## config.mk

```make
export PLATFORM = sky130hd
export DESIGN_NAME = sr_cmd_driver_flat
export DESIGN_NICKNAME = d
export VERILOG_FILES = /design/src/rtl/sr_drv_pkg.sv /design/src/rtl/sr_cmd_driver_if.sv /design/src/rtl/sr_req_fifo.sv /design/src/rtl/sr_cmd_driver.sv /design/src/flat_wrapper.sv
export SDC_FILE = /design/constraint.sdc
export NUM_CORES = 1
export LEC_CHECK = 0
export ABC_AREA = 1
export CAP_MARGIN = 20
export CORE_UTILIZATION = 30
export CTS_CLUSTER_SIZE = 16
export DETAILED_ROUTE_END_ITERATION = 6
export GPL_TIMING_DRIVEN = 0
export SYNTH_ARGS = -nofsm -noshare
export SYNTH_HDL_FRONTEND = slang
export SYNTH_SLANG_ARGS = --single-unit
```

## constraint.sdc

```tcl
create_clock -name clk -period 4.38 [get_ports clk]
set_clock_uncertainty 0.1 [all_clocks]
set_input_delay 0.876 -clock clk [delete_from_list [all_inputs] [get_ports clk]]
set_output_delay 0.876 -clock clk [all_outputs]
set_load 0.02 [all_outputs]
```

## src/rtl/sr_drv_pkg.sv

```systemverilog
// Shared definitions for the SR_FF command driver: FSM encoding,
// counter sizing helper and skip-counter width.
package sr_drv_pkg;

    typedef enum logic [1:0] {
        IDLE  = 2'd0,
        DRIVE = 2'd1,
        CHECK = 2'd2,
        GAP   = 2'd3
    } drv_state_t;

    localparam int SKIP_CNT_W = 8;

    // Bits needed for a down-counter that starts at n-1 (at least one bit).
    function automatic int cnt_width(input int n);
        return (n <= 2) ? 1 : $clog2(n);
    endfunction

endpackage

```

## src/rtl/sr_cmd_driver_if.sv

```systemverilog
// Request handshake between control logic and the SR_FF command driver.
interface sr_cmd_driver_if;

    logic req_valid;
    logic req_level;
    logic req_ready;

    modport master (output req_valid, output req_level, input req_ready);
    modport slave  (input req_valid, input req_level, output req_ready);

endinterface

```

## src/rtl/sr_req_fifo.sv

```systemverilog
// 1-bit wide synchronous request FIFO. Pointers carry one extra wrap bit so
// full and empty are told apart by the MSB compare.
module sr_req_fifo #(
    parameter int DEPTH = 4
) (
    input  logic clk,
    input  logic reset,
    input  logic wr_en,
    input  logic wr_data,
    input  logic rd_en,
    output logic rd_data,
    output logic full,
    output logic empty
);
    localparam int AW = $clog2(DEPTH);

    logic [AW:0] wr_ptr;
    logic [AW:0] rd_ptr;
    logic        mem [DEPTH];

    assign full    = (wr_ptr[AW] != rd_ptr[AW]) && (wr_ptr[AW-1:0] == rd_ptr[AW-1:0]);
    assign empty   = (wr_ptr == rd_ptr);
    assign rd_data = mem[rd_ptr[AW-1:0]];

    // Pointer advance on accepted write / read; reset flushes the queue.
    always_ff @(posedge clk) begin
        if (!reset) begin
            wr_ptr <= '0;
            rd_ptr <= '0;
        end else begin
            if (wr_en && !full)
                wr_ptr <= wr_ptr + 1'b1;
            if (rd_en && !empty)
                rd_ptr <= rd_ptr + 1'b1;
        end
    end

    // Storage write; contents need no reset since the pointers gate visibility.
    always_ff @(posedge clk) begin
        if (wr_en && !full)
            mem[wr_ptr[AW-1:0]] <= wr_data;
    end

endmodule

```

## src/rtl/sr_cmd_driver.sv

```systemverilog
// Command-side driver for one SR_FF: queues target levels, turns each into an
// en/s/r pulse of PULSE_W cycles, verifies q afterwards and enforces a gap.
// s and r are only ever driven as complementary values together with en.
module sr_cmd_driver
    import sr_drv_pkg::*;
#(
    parameter int DEPTH     = 4,
    parameter int PULSE_W   = 2,
    parameter int GAP_W     = 1,
    parameter int SKIP_SAME = 1
) (
    input  logic                  clk,
    input  logic                  reset,
    sr_cmd_driver_if.slave        req,
    input  logic                  q_fb,
    input  logic                  err_clear,
    output logic                  en,
    output logic                  s,
    output logic                  r,
    output logic                  busy,
    output logic                  err_mismatch,
    output logic [SKIP_CNT_W-1:0] skip_cnt
);
    localparam int CNT_MAX = (PULSE_W > GAP_W) ? PULSE_W : GAP_W;
    localparam int CNT_W   = cnt_width(CNT_MAX);
    localparam logic [CNT_W-1:0] PULSE_LOAD = CNT_W'(PULSE_W - 1);
    localparam logic [CNT_W-1:0] GAP_LOAD   = CNT_W'((GAP_W > 0) ? GAP_W - 1 : 0);

    // Saturating increment for the skip counter.
    function automatic logic [SKIP_CNT_W-1:0] sat_inc(input logic [SKIP_CNT_W-1:0] v);
        return (v == '1) ? v : v + 1'b1;
    endfunction

    drv_state_t       state;
    logic [CNT_W-1:0] cnt;
    logic             shadow;
    logic             fifo_full;
    logic             fifo_empty;
    logic             head;
    logic             push;
    logic             pop;

    assign push          = req.req_valid && !fifo_full;
    assign req.req_ready = !fifo_full;
    assign pop           = (state == IDLE) && !fifo_empty;
    assign busy          = (state != IDLE) || !fifo_empty;

    sr_req_fifo #(.DEPTH(DEPTH)) u_fifo (
        .clk     (clk),
        .reset   (reset),
        .wr_en   (push),
        .wr_data (req.req_level),
        .rd_en   (pop),
        .rd_data (head),
        .full    (fifo_full),
        .empty   (fifo_empty)
    );

    // Command FSM: pop/skip, pulse timing, q verification, sticky error, skip count.
    always_ff @(posedge clk) begin
        if (!reset) begin
            state        <= IDLE;
            cnt          <= '0;
            shadow       <= 1'b0;
            en           <= 1'b0;
            s            <= 1'b0;
            r            <= 1'b0;
            err_mismatch <= 1'b0;
            skip_cnt     <= '0;
        end else begin
            // Clear first so a mismatch detected this cycle overrides it.
            if (err_clear)
                err_mismatch <= 1'b0;
            case (state)
                IDLE: begin
                    if (!fifo_empty) begin
                        if ((SKIP_SAME != 0) && (head == shadow)) begin
                            skip_cnt <= sat_inc(skip_cnt);
                        end else begin
                            shadow <= head;
                            en     <= 1'b1;
                            s      <= head;
                            r      <= ~head;
                            cnt    <= PULSE_LOAD;
                            state  <= DRIVE;
                        end
                    end
                end
                DRIVE: begin
                    if (cnt == '0) begin
                        en    <= 1'b0;
                        s     <= 1'b0;
                        r     <= 1'b0;
                        state <= CHECK;
                    end else begin
                        cnt <= cnt - 1'b1;
                    end
                end
                CHECK: begin
                    if (q_fb != shadow)
                        err_mismatch <= 1'b1;
                    if (GAP_W > 0) begin
                        cnt   <= GAP_LOAD;
                        state <= GAP;
                    end else begin
                        state <= IDLE;
                    end
                end
                GAP: begin
                    if (cnt == '0)
                        state <= IDLE;
                    else
                        cnt <= cnt - 1'b1;
                end
                default: state <= IDLE;
            endcase
        end
    end

endmodule
```

## src/flat_wrapper.sv

```systemverilog
// flat-port wrapper written by rule: the top's interface ports become plain ports
module sr_cmd_driver_flat import sr_drv_pkg::*;
#(
    parameter int DEPTH     = 4,
    parameter int PULSE_W   = 2,
    parameter int GAP_W     = 1,
    parameter int SKIP_SAME = 1
)
  (clk, reset, q_fb, err_clear, en, s, r, busy, err_mismatch, skip_cnt, req_req_valid, req_req_level, req_req_ready);
  sr_cmd_driver_if req_i ();
  input  logic clk;
  input  logic reset;
  input  logic q_fb;
  input  logic err_clear;
  output logic en;
  output logic s;
  output logic r;
  output logic busy;
  output logic err_mismatch;
  output logic [SKIP_CNT_W-1:0] skip_cnt;
  input wire logic [$bits(req_i.req_valid)-1:0] req_req_valid;
  input wire logic [$bits(req_i.req_level)-1:0] req_req_level;
  output wire logic [$bits(req_i.req_ready)-1:0] req_req_ready;
  assign req_i.req_valid = req_req_valid;
  assign req_i.req_level = req_req_level;
  assign req_req_ready = req_i.req_ready;
  sr_cmd_driver #(.DEPTH(DEPTH), .PULSE_W(PULSE_W), .GAP_W(GAP_W), .SKIP_SAME(SKIP_SAME)) u_core (.clk(clk), .reset(reset), .req(req_i), .q_fb(q_fb), .err_clear(err_clear), .en(en), .s(s), .r(r), .busy(busy), .err_mismatch(err_mismatch), .skip_cnt(skip_cnt));
endmodule
```

# Yosys cells after proc, flatten, opt, wreduce, memory -nomap -nowiden
# Memory sizes are Yosys's and may differ from the RTL's. A register that Yosys moved wholly into a read port is not among the register bits.
# Cells that the tools add are included.
op_classes:
  multipliers: 0
  reduce_logical: 17
  eq_ne: 13
  mux: 24
  bitwise: 4
  add_sub_neg: 4
  n_div: 0
  shifts: 0
  magnitude_cmp: 0
ops:
  columns: ["op", "count"]
  rows:
  - ["2-to-1 mux 1 bit", 13]
  - ["2-to-1 mux 2 bit", 6]
  - ["AND reduction 4 bit", 3]
  - ["adder 8 x 1 -> 8 bit, second input constant", 1]
  - ["== test 8 bit, second input constant", 1]
  - ["!= test 2 bit, second input constant", 4]
  - ["case mux 2 bit (4 select lines)", 1]
  - ["adder 3 x 1 -> 3 bit, second input constant", 2]
  - ["case mux 1 bit (2 select lines)", 3]
  - ["logical AND 1 bit", 5]
  - ["== test 2 bit, second input constant", 2]
  - ["NOT 1 bit", 4]
  - ["nonzero test 2 bit", 2]
  - ["== test 3 bit", 1]
  - ["case mux 1 bit (3 select lines)", 1]
  - ["AND reduction 3 bit", 1]
  - ["== test 2 x 1 -> 1 bit, second input constant", 1]
  - ["== test 2 bit", 1]
  - ["logical NOT 1 bit", 2]
  - ["logical NOT 2 bit", 1]
  - ["!= test 1 bit", 2]
  - ["AND reduction 2 bit", 1]
  - ["OR reduction 2 bit", 1]
  - ["== test 1 bit", 1]
  - ["other kinds (2)", 2]
totals:
  latch_bits: 0
  output_inout_bits: 14
  register_bits: 22
  inputBits: 6
  romBits: 0
  ramBits: 4
  elab_cells: 73
  n_memories: 1
mem_list:
  columns: ["memory", "depth", "width", "rd", "rd_clocked_by_memory_dff", "wr", "line_no", "source"]
  rows:
  - ["u_core.u_fifo.mem", 4, 1, 1, 1, 1, "sr_req_fifo.sv:19", "logic mem [DEPTH];"]

# Longest topological paths before layout
depth:
  ltp_word: 7
  depth_mapped: 11
  depth_no_buf: 11

# Cells and area by module
# From an unflattened synthesis, not the netlist that was laid out.
hier_totals:
  hier_cells: 229
  area_unflattened_um2: 1607.8
modules_own_cells:
  columns: ["module", "area_each_um2", "instances", "cells_per_inst"]
  rows:
  - ["sr_cmd_driver", 955.9, 1, 144]
  - ["sr_req_fifo", 651.9, 1, 85]

# Worst setup path after synthesis
# No wires, ideal clock.
synth_path:
  path_type: "reg-to-output"
  startpoint: "register u_core.state[0]"
  endpoint: "output busy"
  arrival_ns: 0.995
  path_slack_ns: 2.409
  path_stages_with_launch: 4
  path_cell_list: "dfxtp_1 inv_1 ha_1 nand4_2"
synth_via:
  elab_chain_cells: 2
synth_lines:
  columns: ["item", "line_no", "source"]
  rows:
  - ["from (decl)", "sr_cmd_driver.sv:34", "drv_state_t state;"]
  - ["from (signal assigned)", "sr_cmd_driver.sv:62", "state <= IDLE;"]
  - ["from (signal assigned)", "sr_cmd_driver.sv:85", "state <= DRIVE;"]
  - ["from (signal assigned)", "sr_cmd_driver.sv:94", "state <= CHECK;"]
  - ["nonzero test 2 bit", "sr_cmd_driver.sv:46", "assign busy = (state != IDLE) || !fifo_empty;"]
  - ["logical OR 1 bit", "sr_cmd_driver.sv:46", null]
  - ["to (decl)", "flat_wrapper.sv:18", "output logic busy;"]
# Every way passes these cells.

# Worst setup path in the final report
# Same ends and word-level chain as after synthesis.

==> key figures <==
Setup path
  – Startpoint Class: flop
  – Classification of the worst setup path: reg -> out
  – Critical path buffer and inverter count: 2
  – Type of element capturing the critical path: output port
  – Crit-path slowest cell: sky130_fd_sc_hd__clkdlybuf4s50_1
  – Reg2reg setup slack: 2.68 ns
  – Cells along the critical path: inv_1, ha_1, nand4_2, clkdlybuf4s50_1
  – Start of the worst register-to-register path: u_core.skip_cnt[0]
  – Largest stage delay on the critical path: 0.62 ns
  – Critical-path maximum fanout: 8
  – Family of cells with the greatest summed delay on the critical path: buffers and inverters
  – Capture point of the worst reg-to-reg path: u_core.skip_cnt[1]
  – Reg2Reg Depth: 10
  – CP Data Arrival Time: 1.97 ns
  – Required time of the critical path: 3.40 ns

Layout
  – Layout overhead on the synthesized area: 20.95%
  – Filler cells: 526
  – Finished Cell Area: 1842 sq um
  – Net total in the final layout: 241
  – Ratio of cells with drive above 1 in the final layout: 0.07623
  – Total inserted antenna cells: 0

Drt
  – Remaining antenna violation count after routing: 0
  – Via count: 1235
  – Via density per instance: 4.259
  – Initial drt markers: 34
  – Drt total wl: 2850 um
  – First-pass iteration count of the detailed router: 4
  – Average wire per cell in the routed design: 9.828 um
  – DRC: 0

STA
  – Count of endpoints failing setup in the final report: 0
  – Rel. slew slack: 0.7050
  – Number of hold violations in the final report: 0
  – Setup_tns: 0 ns
  – Max Freq: 0.3395 GHz
  – Unrepaired setup endpoints after global routing: no
  – Post-route fraction of the period consumed by the critical path: 0.6726
  – Max-slew violation total from the final report: 0
  – Clock period minus worst slack: 2.946 ns
  – Transition time at the pin with the least slew margin: 0.4425 ns

Clock tree
  – Total number of clock tree sinks: 28
  – Maximum count of clock buffers along a single path: 2
  – CTS tree: done
  – Root Buffer Master: sky130_fd_sc_hd__clkbuf_8
  – Source-to-sink clock delay at the later pin of the worst-skew pair: 0.27 ns
  – Number of setup buffers added after CTS: 0
  – Clk slew on worst S/H paths: 0.09 ns
  – Resized Gates After CTS: 0
  – # hold bufs at CTS: 0
  – Cts bufs inserted: 3
  – CTS H-tree lvls: 1

Power and ir drop
  – IR drop worst, VDD: 159.0 uV
  – Power density over the cells: 534.3 nW/um^2
  – Total leakage power: 0.8109 nW

Synthesis
  – Synthesis warning total: 0
  – Post-synthesis cell type with the largest combined area: sky130_fd_sc_hd__dfxtp_1
  – Syn Std Cell Area: 1523 sq um
  – Synthesized netlist net count: 217
  – Post-synthesis cell type count: 25
  – Main area contributors after synthesis: sky130_fd_sc_hd__dfxtp_1, sky130_fd_sc_hd__nand2_1, sky130_fd_sc_hd__ha_1
  – Average size of a mapped cell: 7.614 sq um
  – Post-Syn Instances: 200
  – Share of the synthesized area in the top cell type: 0.3155
  – Synthesis-stage register bit count: 28
  – Proportion of synthesized chip area in sequential cells: 0.3944

Placed design
  – Cell Area, Placed: 1797 sq um
  – PortBufs: 19
  – Global placement routability congestion: 0.8056
  – Detailed-placement wirelength estimate: 2064 um

Run
  – Number of max-cap violations: 0

GRT
  – Global-route wire length before repair: 4892 um
  – GRT Util Overall: 0.1194
  – Via count of the first global-routing pass: 1134
  – Residual overflow from global routing: 0
  – Initial antenna violation count: 0
  – Largest net degree at the start of global routing: 16

Floorplanning
  – Row Count: 25
  – Initial core utilization: 0.3161
  – X dimension of the die: 73.25 um
  – Total Die Area: 5365 sq um
  – Ports: 20
  – Die Y: 73.25 um
  – Core region area: 4817 sq um

Min path
  – Endpoint with the worst hold slack: u_core.err_mismatch
  – Depth of the worst hold-timing path: 2
  – Path category of the worst min-delay check: reg -> reg
  – Worst Min Path Start: u_core.err_mismatch

Outcome
  – Outcome: complete, no violations
[cell usage after synthesis (all sizes together)]
master  instances
a21boi          1
a21oi          15
clkbuf          1
dfxtp          24
edfxtp          4
ha             11
inv            34
nand2          46
nand3          16
nand3b          1
nand4           8
nor2           23
nor3            1
o21ai           8
xnor2           3
xor2            4
[final cells by class]
| class | instances | area (sq um) | share of cell area |
|---|---|---|---|
| Buffer | 1 | 3.754 | 0.002038 |
| Clock buffer | 4 | 45.04 | 0.02446 |
| Sequential cell | 28 | 600.6 | 0.3261 |
| Timing Repair Buffer | 19 | 190.2 | 0.1033 |
| Inverter | 34 | 127.6 | 0.06929 |
| Multi-Input combinational cell | 137 | 790.8 | 0.4293 |
| Tap cell | 67 | 83.83 | 0.04552 |
[state kept, by name, summed over array words and instances (netlist names), named ones only]
signal and flops:
u_core.cnt 1, u_core.en 1, u_core.err_mismatch 1, u_core.r 1, u_core.s 1, u_core.shadow 1
u_core.skip_cnt 8, u_core.state 2, u_core.u_fifo.mem 4, u_core.u_fifo.rd_ptr 3, u_core.u_fifo.wr_ptr 3
[how the worst max path moves through the flow]
stage	startpoint	end	cells past startpoint
5_1_grt	u_core.state[0]	busy	4
3_5_place_dp	u_core.state[0]	busy	4
6_report	u_core.state[0]	busy	4
3_3_place_gp	u_core.state[0]	busy	4
4_1_cts	u_core.state[0]	busy	4
2_1_floorplan	u_core.state[0]	busy	3
[tightest hold or removal path: cells and delay by family (launching register included)]
| kind | cells | cell delay, ns |
|---|---|---|
| flops | 1 | 0.32 |
| simple gates | 1 | 0.06 |
| compound gates | 1 | 0.05 |
[per-stage QoR]
step	setup slack (ns)	power [mW]	util	std cells	hold WS (ns)
after floorplan	2.409	0.7206	-	200	0.3364
after global placement	1.745	0.8411	0.3730	286	0.3589
after detailed placement	1.756	0.8428	0.3730	286	0.3634
after CTS	1.430	0.9899	0.3823	290	0.3817
after global routing	1.310	1.080	0.3823	290	0.4196
final	1.434	0.9841	0.3823	290	0.3743
[layout by cell type (no fill, tap or decap), types with 4 or more instances in the layout]
cell | Yosys | final
sky130_fd_sc_hd__nand2_1 | 43 | 43
sky130_fd_sc_hd__inv_1 | 30 | 30
sky130_fd_sc_hd__dfxtp_1 | 24 | 24
sky130_fd_sc_hd__nor2_1 | 20 | 20
sky130_fd_sc_hd__clkdlybuf4s50_1 | 0 | 19
sky130_fd_sc_hd__a21oi_1 | 15 | 15
sky130_fd_sc_hd__nand3_1 | 14 | 14
sky130_fd_sc_hd__ha_1 | 11 | 11
sky130_fd_sc_hd__o21ai_0 | 8 | 8
sky130_fd_sc_hd__nand4_1 | 7 | 7
sky130_fd_sc_hd__inv_2 | 4 | 4
sky130_fd_sc_hd__xor2_1 | 4 | 4
sky130_fd_sc_hd__edfxtp_1 | 4 | 4
[logic make-up (layout without fill, tap and decap cells)]
group | Yosys count | in the layout | share of synthesized area
and+or+nand+nor | 95 | 95 | 0.3032
buffers and inverters | 35 | 58 | 0.08627
DFF | 28 | 28 | 0.3944
AOI/OAI and AO/OA | 24 | 24 | 0.08053
adders and majority gates | 11 | 11 | 0.09038
xor gates and xnor gates | 7 | 7 | 0.04520
[layer usage]
layer,global-route usage,routed length [um]
met1,0.1527,1462
met2,0.1903,1255
met3,0.02072,69
met4,0.06536,63
met5,0,0
[power breakdown]
| part | switching, mW | total [mW] | leakage, nW | internal, mW |
|---|---|---|---|---|
| sequential | 0.0386 | 0.351 | 0.234 | 0.312 |
| clock | 0.0801 | 0.145 | 0.0228 | 0.0653 |
| combinational | 0.312 | 0.488 | 0.555 | 0.176 |
| total | 0.431 | 0.984 | 0.811 | 0.554 |
No activity file was read; power rests on OpenSTA's default activity.
